File: config.mk
export PLATFORM = sky130hd
export DESIGN_NAME = operand_fetch_flat
export DESIGN_NICKNAME = d
export VERILOG_FILES = /design/src/rtl/operand_fetch_if.sv /design/src/rtl/operand_fetch.sv /design/src/flat_wrapper.sv
export SDC_FILE = /design/constraint.sdc
export NUM_CORES = 2
export LEC_CHECK = 0
export ABC_CLOCK_PERIOD_IN_PS = 4600
export CAP_MARGIN = 20
export CORE_AREA = 2 2 215 429
export CTS_CLUSTER_SIZE = 14
export DETAILED_ROUTE_END_ITERATION = 10
export DIE_AREA = 0 0 217 431
export GPL_TIMING_DRIVEN = 0
export PLACE_DENSITY = 0.93
export SLEW_MARGIN = 20
export SYNTH_ARGS = -nofsm -noshare
export SYNTH_HDL_FRONTEND = slang
export SYNTH_SLANG_ARGS = --single-unit
File: constraint.sdc
create_clock -name clk -period 4.6 [get_ports clk]
set_input_delay 0.46 -clock clk [delete_from_list [all_inputs] [get_ports clk]]
set_output_delay 0.46 -clock clk [all_outputs]
set_load 0.01 [all_outputs]
File: src/rtl/operand_fetch_if.sv
// Bus between the operand-fetch stage and its neighbours: the instruction in,
// write-back from downstream, and the ID/EX output register toward the ALU.
interface operand_fetch_if #(
  parameter int DW = 32,
  parameter int AW = 5
);
  logic [31:0]   instr;
  logic          instr_vld;
  logic          stall;
  logic          flush;
  logic          wb_we;
  logic [AW-1:0] wb_addr;
  logic [DW-1:0] wb_data;
  logic [DW-1:0] op_a;
  logic [DW-1:0] op_b;
  logic [DW-1:0] st_data;
  logic [AW-1:0] dest;
  logic          out_vld;

  // Valid/ready semantics: instr is consumed at a rising edge when instr_vld=1
  // and stall=0 (stall acts as a low ready); out_vld qualifies op_a/op_b/st_data/dest,
  // and a held instruction must be re-presented unchanged until stall drops.
  modport master (
    output instr, instr_vld, stall, flush, wb_we, wb_addr, wb_data,
    input  op_a, op_b, st_data, dest, out_vld
  );

  modport slave (
    input  instr, instr_vld, stall, flush, wb_we, wb_addr, wb_data,
    output op_a, op_b, st_data, dest, out_vld
  );
endinterface

File: src/rtl/operand_fetch.sv
// Decode/operand stage: 32-entry register file with write-back bypass, immediate
// extension and the ID/EX output register feeding the ALU.
module operand_fetch #(
  parameter int DW    = 32,
  parameter int NREGS = 32
) (
  input  logic           clk,
  input  logic           rst,
  operand_fetch_if.slave bus
);
  localparam int AW = $clog2(NREGS);

  localparam logic [5:0] OP_RTYPE = 6'h00;
  localparam logic [5:0] OP_BEQ   = 6'h04;
  localparam logic [5:0] OP_BNE   = 6'h05;
  localparam logic [5:0] OP_ANDI  = 6'h0C;
  localparam logic [5:0] OP_ORI   = 6'h0D;

  logic [DW-1:0] regs [NREGS];

  logic [5:0]    opcode;
  logic [AW-1:0] rs, rt, rd;
  logic [15:0]   imm;
  logic          wb_live;
  logic [DW-1:0] rs_val, rt_val, imm_ext;
  logic [DW-1:0] op_b_d;
  logic [AW-1:0] dest_d;
  logic          use_rt, zext;

  assign opcode = bus.instr[31:26];
  assign rs     = bus.instr[25:21];
  assign rt     = bus.instr[20:16];
  assign rd     = bus.instr[15:11];
  assign imm    = bus.instr[15:0];

  // R[0] is never written, so write-backs to it are dropped here and in the bypass.
  assign wb_live = bus.wb_we && (bus.wb_addr != '0);

  always_ff @(posedge clk) begin
    if (rst) begin
      for (int i = 0; i < NREGS; i++) regs[i] <= '0;
    end else if (wb_live) begin
      regs[bus.wb_addr] <= bus.wb_data;
    end
  end

  assign rs_val = (rs == '0) ? '0 :
                  (wb_live && bus.wb_addr == rs) ? bus.wb_data : regs[rs];
  assign rt_val = (rt == '0) ? '0 :
                  (wb_live && bus.wb_addr == rt) ? bus.wb_data : regs[rt];

  always_comb begin
    use_rt  = (opcode == OP_RTYPE) || (opcode == OP_BEQ) || (opcode == OP_BNE);
    zext    = (opcode == OP_ANDI) || (opcode == OP_ORI);
    imm_ext = zext ? {{(DW-16){1'b0}}, imm} : {{(DW-16){imm[15]}}, imm};
    op_b_d  = use_rt ? rt_val : imm_ext;
    // Bubbles carry dest=0 so downstream forwarding never matches a live register.
    dest_d  = '0;
    if (bus.instr_vld) dest_d = (opcode == OP_RTYPE) ? rd : rt;
  end

  always_ff @(posedge clk) begin
    if (rst) begin
      bus.op_a    <= '0;
      bus.op_b    <= '0;
      bus.st_data <= '0;
      bus.dest    <= '0;
      bus.out_vld <= 1'b0;
    end else if (bus.flush) begin
      bus.out_vld <= 1'b0;
      bus.dest    <= '0;
    end else if (!bus.stall) begin
      bus.op_a    <= rs_val;
      bus.op_b    <= op_b_d;
      bus.st_data <= rt_val;
      bus.dest    <= dest_d;
      bus.out_vld <= bus.instr_vld;
    end
  end
endmodule

File: src/flat_wrapper.sv
// flat-port wrapper written by rule: the top's interface ports become plain ports
module operand_fetch_flat 
#(
  parameter int DW    = 32,
  parameter int NREGS = 32
)
  (clk, rst, bus_instr, bus_instr_vld, bus_stall, bus_flush, bus_wb_we, bus_wb_addr, bus_wb_data, bus_op_a, bus_op_b, bus_st_data, bus_dest, bus_out_vld);
  operand_fetch_if #(.DW(DW), .AW(5)) bus_i ();
  input  logic clk;
  input  logic rst;
  input wire logic [$bits(bus_i.instr)-1:0] bus_instr;
  input wire logic [$bits(bus_i.instr_vld)-1:0] bus_instr_vld;
  input wire logic [$bits(bus_i.stall)-1:0] bus_stall;
  input wire logic [$bits(bus_i.flush)-1:0] bus_flush;
  input wire logic [$bits(bus_i.wb_we)-1:0] bus_wb_we;
  input wire logic [$bits(bus_i.wb_addr)-1:0] bus_wb_addr;
  input wire logic [$bits(bus_i.wb_data)-1:0] bus_wb_data;
  output wire logic [$bits(bus_i.op_a)-1:0] bus_op_a;
  output wire logic [$bits(bus_i.op_b)-1:0] bus_op_b;
  output wire logic [$bits(bus_i.st_data)-1:0] bus_st_data;
  output wire logic [$bits(bus_i.dest)-1:0] bus_dest;
  output wire logic [$bits(bus_i.out_vld)-1:0] bus_out_vld;
  assign bus_i.instr = bus_instr;
  assign bus_i.instr_vld = bus_instr_vld;
  assign bus_i.stall = bus_stall;
  assign bus_i.flush = bus_flush;
  assign bus_i.wb_we = bus_wb_we;
  assign bus_i.wb_addr = bus_wb_addr;
  assign bus_i.wb_data = bus_wb_data;
  assign bus_op_a = bus_i.op_a;
  assign bus_op_b = bus_i.op_b;
  assign bus_st_data = bus_i.st_data;
  assign bus_dest = bus_i.dest;
  assign bus_out_vld = bus_i.out_vld;
  operand_fetch #(.DW(DW), .NREGS(NREGS)) u_core (.clk(clk), .rst(rst), .bus(bus_i));
endmodule
==> flow_summary.ini, run 1 <==
[floorplan]
rows = 156
dieHeight_um = 431
io-pin-count = 177
start_util_pct = 65.6
die_x_um = 217

[grt]
grt_util_all_layers_pct = 82.4
grt_start_max_net_pins = 33
grt_pass1_vias = 55096
gr-total-overflow = 1538
grt_pass1_wl_um = 531000

[placed_design]
gp_congestion = 1.23
portBuffers = 164
hpwl_um = 224000
post-place-cells = 5489

[logic_synthesis]
yosysTopAreaCellShare_pct = 52.0
syn_inst = 4100
synthFlopType = edfxtp_1
syn_area_per_cell_um2 = 14.4
ys_types = 60
ys_ff_latch = 1126
syn_area_um2 = 59100
synth_enable_flop_cells = 1024
synthTopCellsByArea = edfxtp_1 52%, mux4_2 18%, and2_1 11%
yosysTopAreaCell = edfxtp_1
ys_seq_area_share_pct = 55.4
async_reset_ff_share_pct = 0
yosys_warnings = 0

[cts]
ctsResizeCount = 0
cts_made_buffers = 99
cts_setup_buffers = 0
cts_num_sinks = 1126
ctsLongestPathBuffers = 3
cts_hold_buf = 0
htreeDepth = 3
clockRootBuffer = clkbuf_16

[outcome]
toolErrorMsg = [ERROR GRT-0116] Global routing finished with congestion. Check the congestion regions in the DRC Viewer.
status = stopped before the end
haltStage = 5_1_grt
## cells in the mapped netlist, types with 3 or more instances
cell and number:
edfxtp_1 1024, and2_1 1003, mux4_2 467, clkbuf_1 278, mux2i_1 218, dfxtp_1 102
nand2_1 99, nor2_1 95, a22oi_1 82, buf_2 76, o22ai_1 68, o21ai_0 62
a21oi_1 58, o21ai_1 43, mux2_2 38, buf_4 35, or2_2 32, buf_6 28
o221ai_1 28, o211ai_1 26, a211oi_1 25, nand3_1 18, or3_1 15, nor2b_1 13
a211o_1 12, nor3_1 12, a21boi_0 11, buf_1 11, a31oi_1 10, nand3b_1 10
o31ai_1 10, o21a_1 8, xnor2_1 8, a221oi_1 7, a2bb2oi_1 7, nand4_1 6
nor4_1 6, o21bai_1 6, a2111oi_1 5, a21o_1 4, a221oi_2 3, a32oi_1 3
nand2b_1 3, nor3b_1 3, or3b_2 3
## per-layer routing
| metal | GRT usage, % | GRT overflow |
|---|---|---|
| met2 | 97.7 | 951 |
| met3 | 66.8 | 29 |
| met4 | 83.1 | 540 |
| met1 | 83.3 | 15 |
| met5 | 30.9 | 3 |
## through the flow
stage                     setup WS [ns]  hold WS (ns)  cell area (um2)  utilization [%]  setup TNS [ns]
after floorplan                    2.25         0.471            59300                -               0
after global placement            -1.63         0.436            62400             69.2          -15.42
after detailed placement         -0.563         0.443            62700             69.6           -2.56
after CTS                         0.183         0.276            65900             73.0               0
## cells by family after synthesis
family,synth area share [%]
AND/OR/NAND/NOR,13.2
flip-flops,55.4
multiplexers,22.2
AO/OA/AOI/OAI,5.56
buffers and inverters,3.47
XOR/XNOR,0.148
other,0.00634
==> run 2, diff against run 1 <==
Settings changed: CORE_AREA 2 2 215 429 to 2 2 388 390, CTS_CLUSTER_SIZE 14 to unset, DIE_AREA 0 0 217 431 to 0 0 390 392, PLACE_DENSITY 0.93 to unset, PLACE_DENSITY_LB_ADDON set to 0.15.
==> run 2 against run 1 <==
The flow now finishes without violations; synthesized cell count did not move; area after synthesis stayed put.
==> flow_summary.ini, run 2 <==
[cts]
clk_latency_ns = 0.77
cts_hold_buf = 0
clockRootBuffer = clkbuf_16
cts_tree = done
cts_num_sinks = 1126
htreeDepth = 3
cts_setup_buffers = 0
ctsLongestPathBuffers = 3
cts_made_buffers = 121
clkTransAtPathRegs_ns = 0.07
ctsResizeCount = 0

[logic_synthesis]
ys_types = 60
syn_inst = 4100
yosysTopAreaCellShare_pct = 52.0
synth_common_cells = 1,024 x edfxtp_1, 1,003 x and2_1, 467 x mux4_2
async_reset_ff_share_pct = 0
synthFlopType = edfxtp_1
yosys_warnings = 0
post-synth-top-count-cell = edfxtp_1
ys_seq_area_share_pct = 55.4
synth_enable_flop_cells = 1024
syn_area_per_cell_um2 = 14.4
ys_ff_latch = 1126
yosysTopAreaCell = edfxtp_1
syn_area_um2 = 59100
synthTopCellsByArea = edfxtp_1 52%, mux4_2 18%, and2_1 11%

[final_layout]
drive_above_1_share_pct = 21.0
syn_to_final_growth_pct = 15.1
fin_area_um2 = 68100
layout_common_cells = 1,024 x edfxtp_1, 1,003 x and2_1, 467 x mux4_2
layout_commonest_cell = edfxtp_1
largest_register = u_core.regs
largest_register_ffs = 1024
nets = 4506

[sta]
period_minus_slack_ns = 4.50
hold-worst-slack_ns = 0.133
slew_viol_final = 0
rsz0062_at_grt = no
fin_setup_tns_ns = 0
slew-limit-headroom_pct = 8.77
clock_skew_ns = 0.0200
hold_viol_final = 0
setup_viol = 0
fmax_mhz = 222
worstMarginPinSlew_ns = 1.35
fin_crit_sh_pct = 97.8

[critical_path]
worst_setup_path_end_kind = register
required_ns = 5.27
crit_fanout = 10
crit_path_start_kind = input port
path_class = in -> reg
cp_data_arrival_time_ns = 5.17

[placed_design]
hpwl_um = 204000
gp_congestion = 1.00
post_dp_cell_area_um2 = 63800
portBuffers = 164

[floorplan]
dieHeight_um = 392
io-pin-count = 177
start_util_pct = 39.7
rows = 142
die_area_um2 = 153000
core_area_um2 = 149000
die_x_um = 390

[route]
firstDrtPassIters = 8
routed_wl_um = 290000
drcViolationCount = 0
drtIter0Drc = 7747
ant_nets = 0
viasPerCell = 6.72
wire_per_inst_um = 44.7
dr_total_vias = 43638

[grt]
grt_pass1_vias = 40583
antenna_found_initial = 33
grt_util_all_layers_pct = 37.4
gr-total-overflow = 0
grt_pass1_wl_um = 377000
grt_start_max_net_pins = 33

[outcome]
status = complete, no violations

[pwr]
vdd_drop_max_uv = 344
power_leakage_uw = 0.0235
powerDensity_nw_per_um2 = 392

[run]
maxCapViolations = 0

[min_path]
hold_path.class = in -> reg
[run 2: critical path, cell delays in order]
cell and delay (ns):
clkdlybuf4s50_1 0.74, buf_2 0.45, buf_2 0.69, buf_2 0.82
clkbuf_1 0.96, a211oi_1 0.21, a21oi_1 0.40, a21oi_1 0.12
o22ai_1 0.21
[run 2: layer usage]
layer | routed length (um) | track usage (%) | part of all wire, % | up-vias
met1 | 106000 | 48.3 | 36 | 22589
met3 | 44300 | 14.7 | 15 | 773
met5 | 85 | 0 | 0.029 | -
met4 | 19700 | 21.8 | 6.8 | 12
met2 | 120000 | 53.2 | 41 | 3873
li1 | - | - | - | 16391
[run 2: logic make-up (layout without fill, tap and decap cells)]
| group | Yosys count | in the layout | synth area share, % |
|---|---|---|---|
| AOI/OAI and AO/OA | 487 | 487 | 5.56 |
| xor gates and xnor gates | 10 | 10 | 0.148 |
| buffers and inverters | 430 | 835 | 3.47 |
| DFF | 1126 | 1126 | 55.4 |
| muxes | 723 | 723 | 22.2 |
| other | 1 | 43 | 0.00634 |
| and+or+nand+nor | 1323 | 1323 | 13.2 |
[run 2: power breakdown]
group          internal, uW  total (uW)  switching [uW]
clock network          6230       10800            4570
logic                  1340        3850            2510
registers             11700       12100             326
[run 2: worst paths after layout]
kind,slack (ns),cells after the start,end,startpoint
hold / removal,0.13,3,u_core.bus.out_vld$_SDFFE_PP0N_,bus_stall
setup / recovery,0.10,9,u_core.bus.op_a[30]$_SDFFE_PP0P_,bus_instr[23]
setup reg to reg,1.87,6,u_core.bus.op_b[1]$_SDFFE_PP0P_,u_core.regs[30][1]$_SDFFCE_PN0P_
hold reg to reg,0.45,2,u_core.bus.st_data[30]$_SDFFE_PP0P_,u_core.bus.st_data[30]$_SDFFE_PP0P_
[run 2: stage by stage]
| stage | setup slack [ns] | utilization, % | instances | power [uW] |
|---|---|---|---|---|
| finish | 0.102 | 45.7 | 6491 | 26700 |
| detailed placement | -0.421 | 42.8 | 6252 | 15900 |
| global placement | -1.22 | 42.5 | 6239 | 15800 |
| CTS | 0.358 | 45.7 | 6480 | 26300 |
| global route | 0.309 | 45.7 | 6480 | 27000 |
| floorplan | 2.25 | - | 4131 | 14000 |
[run 2: area by class of cell]
cell class	count	area [um2]
antenna	11	27.5
clock buffer	141	3220
timing repair buffer	177	1950
inverter	2	7.51
fill	13328	80800
tap	1944	2430
sequential	1126	32800
buffer	428	2100
multi-input combinational	2575	24500
clock inverter	87	1020
(Power assumes the default switching activity.)
